`src/rtl/stream_demux_pkg.sv`:
```
// Shared constants for the 1-to-2 stream demultiplexer.
package stream_demux_pkg;

  localparam logic SEL_OUT0 = 1'b0;
  localparam logic SEL_OUT1 = 1'b1;

endpackage

```
`src/rtl/demux_slot.sv`:
```
// One-entry output holding register with valid/ready handshake.
// DEMUX_XFER_CNT_EN adds a wrapping count of delivered beats.
module demux_slot #(
  parameter int unsigned DataWidth = 8
`ifdef DEMUX_XFER_CNT_EN
  ,
  parameter int unsigned CntWidth  = 16
`endif
) (
  input  logic                 clk_i,
  input  logic                 rst_i,
  input  logic                 wr_en_i,
  input  logic [DataWidth-1:0] wr_data_i,
  output logic                 valid_o,
  input  logic                 ready_i,
  output logic [DataWidth-1:0] data_o,
  output logic                 space_o
`ifdef DEMUX_XFER_CNT_EN
  ,
  output logic [CntWidth-1:0]  cnt_o
`endif
);

  logic                 valid_d, valid_q;
  logic [DataWidth-1:0] data_d, data_q;
  logic                 pop;

  assign pop     = valid_q & ready_i;
  assign space_o = ~valid_q | pop;
  assign valid_o = valid_q;
  assign data_o  = data_q;

  // A write always wins over a pop, so pop+write reloads the slot.
  always_comb begin
    valid_d = valid_q;
    data_d  = data_q;
    if (wr_en_i) begin
      valid_d = 1'b1;
      data_d  = wr_data_i;
    end else if (pop) begin
      valid_d = 1'b0;
    end
  end

  always_ff @(posedge clk_i or posedge rst_i) begin
    if (rst_i) begin
      valid_q <= 1'b0;
      data_q  <= '0;
    end else begin
      valid_q <= valid_d;
      data_q  <= data_d;
    end
  end

`ifdef DEMUX_XFER_CNT_EN
  logic [CntWidth-1:0] cnt_q;

  always_ff @(posedge clk_i or posedge rst_i) begin
    if (rst_i) begin
      cnt_q <= '0;
    end else if (pop) begin
      cnt_q <= cnt_q + 1'b1;
    end
  end

  assign cnt_o = cnt_q;
`endif

endmodule

```
`src/rtl/stream_demux1to2.sv`:
```
// Registered 1-to-2 stream demultiplexer with an independent holding slot per output.
// Define DEMUX_XFER_CNT_EN to expose per-output delivered-beat counters cnt0/cnt1.
module stream_demux1to2
  import stream_demux_pkg::*;
#(
  parameter int unsigned DATA_WIDTH = 8,
  parameter int unsigned CNT_WIDTH  = 16
) (
  input  logic                  clock,
  input  logic                  reset,
  input  logic                  in_valid,
  output logic                  in_ready,
  input  logic                  in_sel,
  input  logic [DATA_WIDTH-1:0] in_data,
  output logic                  out0_valid,
  input  logic                  out0_ready,
  output logic [DATA_WIDTH-1:0] out0_data,
  output logic                  out1_valid,
  input  logic                  out1_ready,
  output logic [DATA_WIDTH-1:0] out1_data
`ifdef DEMUX_XFER_CNT_EN
  ,
  output logic [CNT_WIDTH-1:0]  cnt0,
  output logic [CNT_WIDTH-1:0]  cnt1
`endif
);

  logic space0, space1;
  logic accept, wr0, wr1;

  if (CNT_WIDTH < 1) begin : g_cnt_width_check
    $error("CNT_WIDTH must be at least 1");
  end

  // in_ready looks only at the addressed slot; in_valid never feeds it.
  assign in_ready = (in_sel == SEL_OUT1) ? space1 : space0;
  assign accept   = in_valid & in_ready;
  assign wr0      = accept & (in_sel == SEL_OUT0);
  assign wr1      = accept & (in_sel == SEL_OUT1);

  demux_slot #(
    .DataWidth (DATA_WIDTH)
`ifdef DEMUX_XFER_CNT_EN
    ,
    .CntWidth  (CNT_WIDTH)
`endif
  ) u_slot0 (
    .clk_i     (clock),
    .rst_i     (reset),
    .wr_en_i   (wr0),
    .wr_data_i (in_data),
    .valid_o   (out0_valid),
    .ready_i   (out0_ready),
    .data_o    (out0_data),
    .space_o   (space0)
`ifdef DEMUX_XFER_CNT_EN
    ,
    .cnt_o     (cnt0)
`endif
  );

  demux_slot #(
    .DataWidth (DATA_WIDTH)
`ifdef DEMUX_XFER_CNT_EN
    ,
    .CntWidth  (CNT_WIDTH)
`endif
  ) u_slot1 (
    .clk_i     (clock),
    .rst_i     (reset),
    .wr_en_i   (wr1),
    .wr_data_i (in_data),
    .valid_o   (out1_valid),
    .ready_i   (out1_ready),
    .data_o    (out1_data),
    .space_o   (space1)
`ifdef DEMUX_XFER_CNT_EN
    ,
    .cnt_o     (cnt1)
`endif
  );

endmodule

```
`config.mk`:
```
export PLATFORM = sky130hd
export DESIGN_NAME = stream_demux1to2
export DESIGN_NICKNAME = d
export VERILOG_FILES = /design/src/rtl/stream_demux_pkg.sv /design/src/rtl/demux_slot.sv /design/src/rtl/stream_demux1to2.sv
export SDC_FILE = /design/constraint.sdc
export NUM_CORES = 1
export LEC_CHECK = 0
export CORE_MARGIN = 8
export CORE_UTILIZATION = 42
export DETAILED_ROUTE_END_ITERATION = 6
export PLACE_DENSITY_LB_ADDON = 0.25
export SYNTH_ARGS = -nofsm -noshare
export SYNTH_HDL_FRONTEND = slang
export SYNTH_SLANG_ARGS = --single-unit
```
`constraint.sdc`:
```
create_clock -name clock -period 3.25 [get_ports clock]
set_clock_uncertainty 0.15 [all_clocks]
set_input_delay 0.975 -clock clock [delete_from_list [all_inputs] [get_ports clock]]
set_output_delay 0.975 -clock clock [all_outputs]
set_load 0.005 [all_outputs]
```
==> flow_metrics.tcl <==
set metrics [dict create \
    grt_pass1_wl_mm 2.42 \
    cp_max_fo 2 \
    rsz0062_at_grt "no" \
    place_area_sq_um 1090 \
    ys_top_cells_by_area "dfrtp_1 62%, mux2_2 20%, mux2_1 4.6%" \
    holdWs_ns 0.346 \
    clk_latency_ns 0.29 \
    final_area_sq_um 1130 \
    cp_top_family "buffers and inverters" \
    synth_cell_types 13 \
    synth_area_per_cell_sq_um 16.2 \
    leakagePower_nw 0.488 \
    vias_per_cell 4.84 \
    synth_area_leader_cell "dfrtp_1" \
    drv_slew 0 \
    startpoint "out0_ready" \
    relSlewSlack_pct 55.1 \
    start_kind "input pin" \
    end_kind "primary output" \
    holdBufCountCts 0 \
    synth-seq-area-share_pct 62.0 \
    max_slew.worst_pin.slew_ns 0.673 \
    globalRouteOverflowTotal 0 \
    period_share_pct 94.3 \
    htreeDepth 1 \
    cap_violations 0 \
    cts.path.max_buffers 2 \
    wl_per_cell_um 15.0 \
    die_x_um 57.6 \
    rr_startpoint "u_slot1.valid_o" \
    layout-drive-gt1-share_pct 29.8 \
    syn_area_sq_um 727 \
    cts_tree "built" \
    core_sq_um 1670 \
    finalHoldViolCount 0 \
    ff2ff_setup_slack_ns 1.81 \
    yosysTopAreaCellShare_pct 62.0 \
    finalSetupViolCount 0 \
    required_ns 2.12 \
    grt_pass1_vias 514 \
    clk_pin_slew_ns 0.10 \
    clockRootBuffer "clkbuf_4" \
    layout_min_cycle_time_ns 3.06 \
    criticalPathCategory "in2out" \
    worstReg2RegEnd "u_slot1.data_o[1]" \
    die_y_um 57.6 \
    start_util_pct 43.5 \
    ys_seq_elements 18 \
    wl_mm 1.52 \
    peakVddDrop_uv 355 \
    hp-class "reg2reg" \
    drc 0 \
    cp_slowest_cell "clkdlybuf4s50_1" \
    synth_cells 45 \
    antenna_left 0 \
    multi_input_area_sq_um 269 \
    syn_nets 59 \
    vias 489 \
    io_pins 33 \
    worstPathArrival_ns 1.94 \
    nFillCells 127 \
    reg2regPathDepth 4 \
    setup-tns-final_ns 0 \
    hold_path_depth 1 \
    antenna_cells 0 \
    layout_common_cells "31 x clkdlybuf4s50_1, 18 x dfrtp_1, 13 x mux2_2" \
    final_common_cell "clkdlybuf4s50_1" \
    max_freq_ghz 0.326 \
    gp_congestion 0.650 \
    dr.pass1.iters 4 \
    rows 15 \
    status "completed" \
    yosysWarningCount 0 \
    p_per_area_nw_per_um2 512 \
    antenna_found_initial 0 \
    cts.sinks 18 \
    final_nets 99 \
    path_cells "clkdlybuf4s50_1 > nand2b_2 > nor2_1 > a21oi_1 > dlygate4sd2_1" \
    die_area_sq_um 3320 \
    grt_max_degree 19 \
    area_growth_pct 54.9 \
    grt.total_usage_pct 9.74 \
    cts_buffers 3 \
    io_buffers 32 \
    dr.first_iter.drc_count 5 \
    sequential_cell_area_sq_um 450 \
    cp_num_cells 5 \
    critical_path.endpoint "in_ready" \
    max_stage_delay_ns 0.40 \
    timing.critical_path.buf_inv 2 \
]
flip-flops by register name (all words and copies together), names as in the netlist:
| register | count |
|---|---|
| u_slot0.data_o | 8 |
| u_slot0.valid_o | 1 |
| u_slot1.data_o | 8 |
| u_slot1.valid_o | 1 |
through the flow:
stage / setup slack [ns] / total power [mW] / std cells / util, %
floorplan: 0.824 / 0.337 / 45 / -
global placement: -0.0558 / 0.447 / 97 / 65.3
detailed placement: -0.0646 / 0.451 / 97 / 65.3
CTS: 0.178 / 0.585 / 101 / 67.4
global route: 0.109 / 0.607 / 101 / 67.4
finish: 0.186 / 0.576 / 101 / 67.4
cell usage after synthesis:
cell	number
dfrtp_1	18
mux2_2	13
mux2_1	3
inv_1	2
a21oi_1	1
nand2_2	1
nand2b_1	1
nand2b_2	1
nand3b_4	1
nor2_1	1
nor2_8	1
nor2b_4	1
o21ai_0	1
where the power goes:
part / internal [mW] / switching, mW / leakage, nW
logic: 0.114 / 0.0475 / 0.255
registers: 0.262 / 0.0183 / 0.212
clock network: 0.0682 / 0.0669 / 0.0210
total: 0.444 / 0.133 / 0.488
worst reg2reg max path, stage by stage, from the launching register on:
cell and delay, ns:
dfrtp_1 0.39, nor2b_4 0.13, buf_4 0.15, nor2_8 0.18
mux2_2 0.35
metal layers:
layer	share of wire (%)	wire, um	up-vias	GRT usage [%]
met5	0	0	-	0
met4	0	0	0	5.36
met3	8.7	132	0	4.26
met2	52	788	18	16.4
met1	39	599	240	9.86
li1	-	-	231	-
logic make-up (layout without fill, tap and decap cells):
kind of cell    count (synthesis)  count (layout)  synth area share, %
compound gates                  2               2                 1.38
simple gates                    7               7                 10.8
mux                            16              16                 24.8
flops                          18              18                 62.0
buf+inv                         2              41                 1.03
worst min path at each step:
stage | to | slack, ns | start
final | u_slot1.data_o[4] | 0.35 | u_slot1.data_o[4]
after global routing | u_slot1.data_o[2] | 0.36 | u_slot1.data_o[2]
after CTS | u_slot1.data_o[4] | 0.35 | u_slot1.data_o[4]
after detailed placement | u_slot1.data_o[4] | 0.33 | u_slot1.data_o[4]
after global placement | u_slot1.data_o[4] | 0.32 | u_slot1.data_o[4]
after floorplan | u_slot1.data_o[2] | 0.33 | u_slot1.data_o[2]
area by class of cell:
class / instances / share of cell area (%)
Sequential cell: 18 / 40.0
Timing Repair Buffer: 35 / 30.3
Multi-Input combinational cell: 25 / 23.9
Clock buffer: 4 / 3.22
Tap cell: 17 / 1.89
Inverter: 2 / 0.667
repair_timing:
| action | 4_1_cts | 5_1_grt |
|---|---|---|
| setup buffers | 0 | 0 |
| endpoints found under the hold margin | 0 | 0 |
| gates resized for setup | 1 | 0 |
| setup endpoints to repair | 1 | 0 |
No activity file was read; power rests on OpenSTA's default activity.
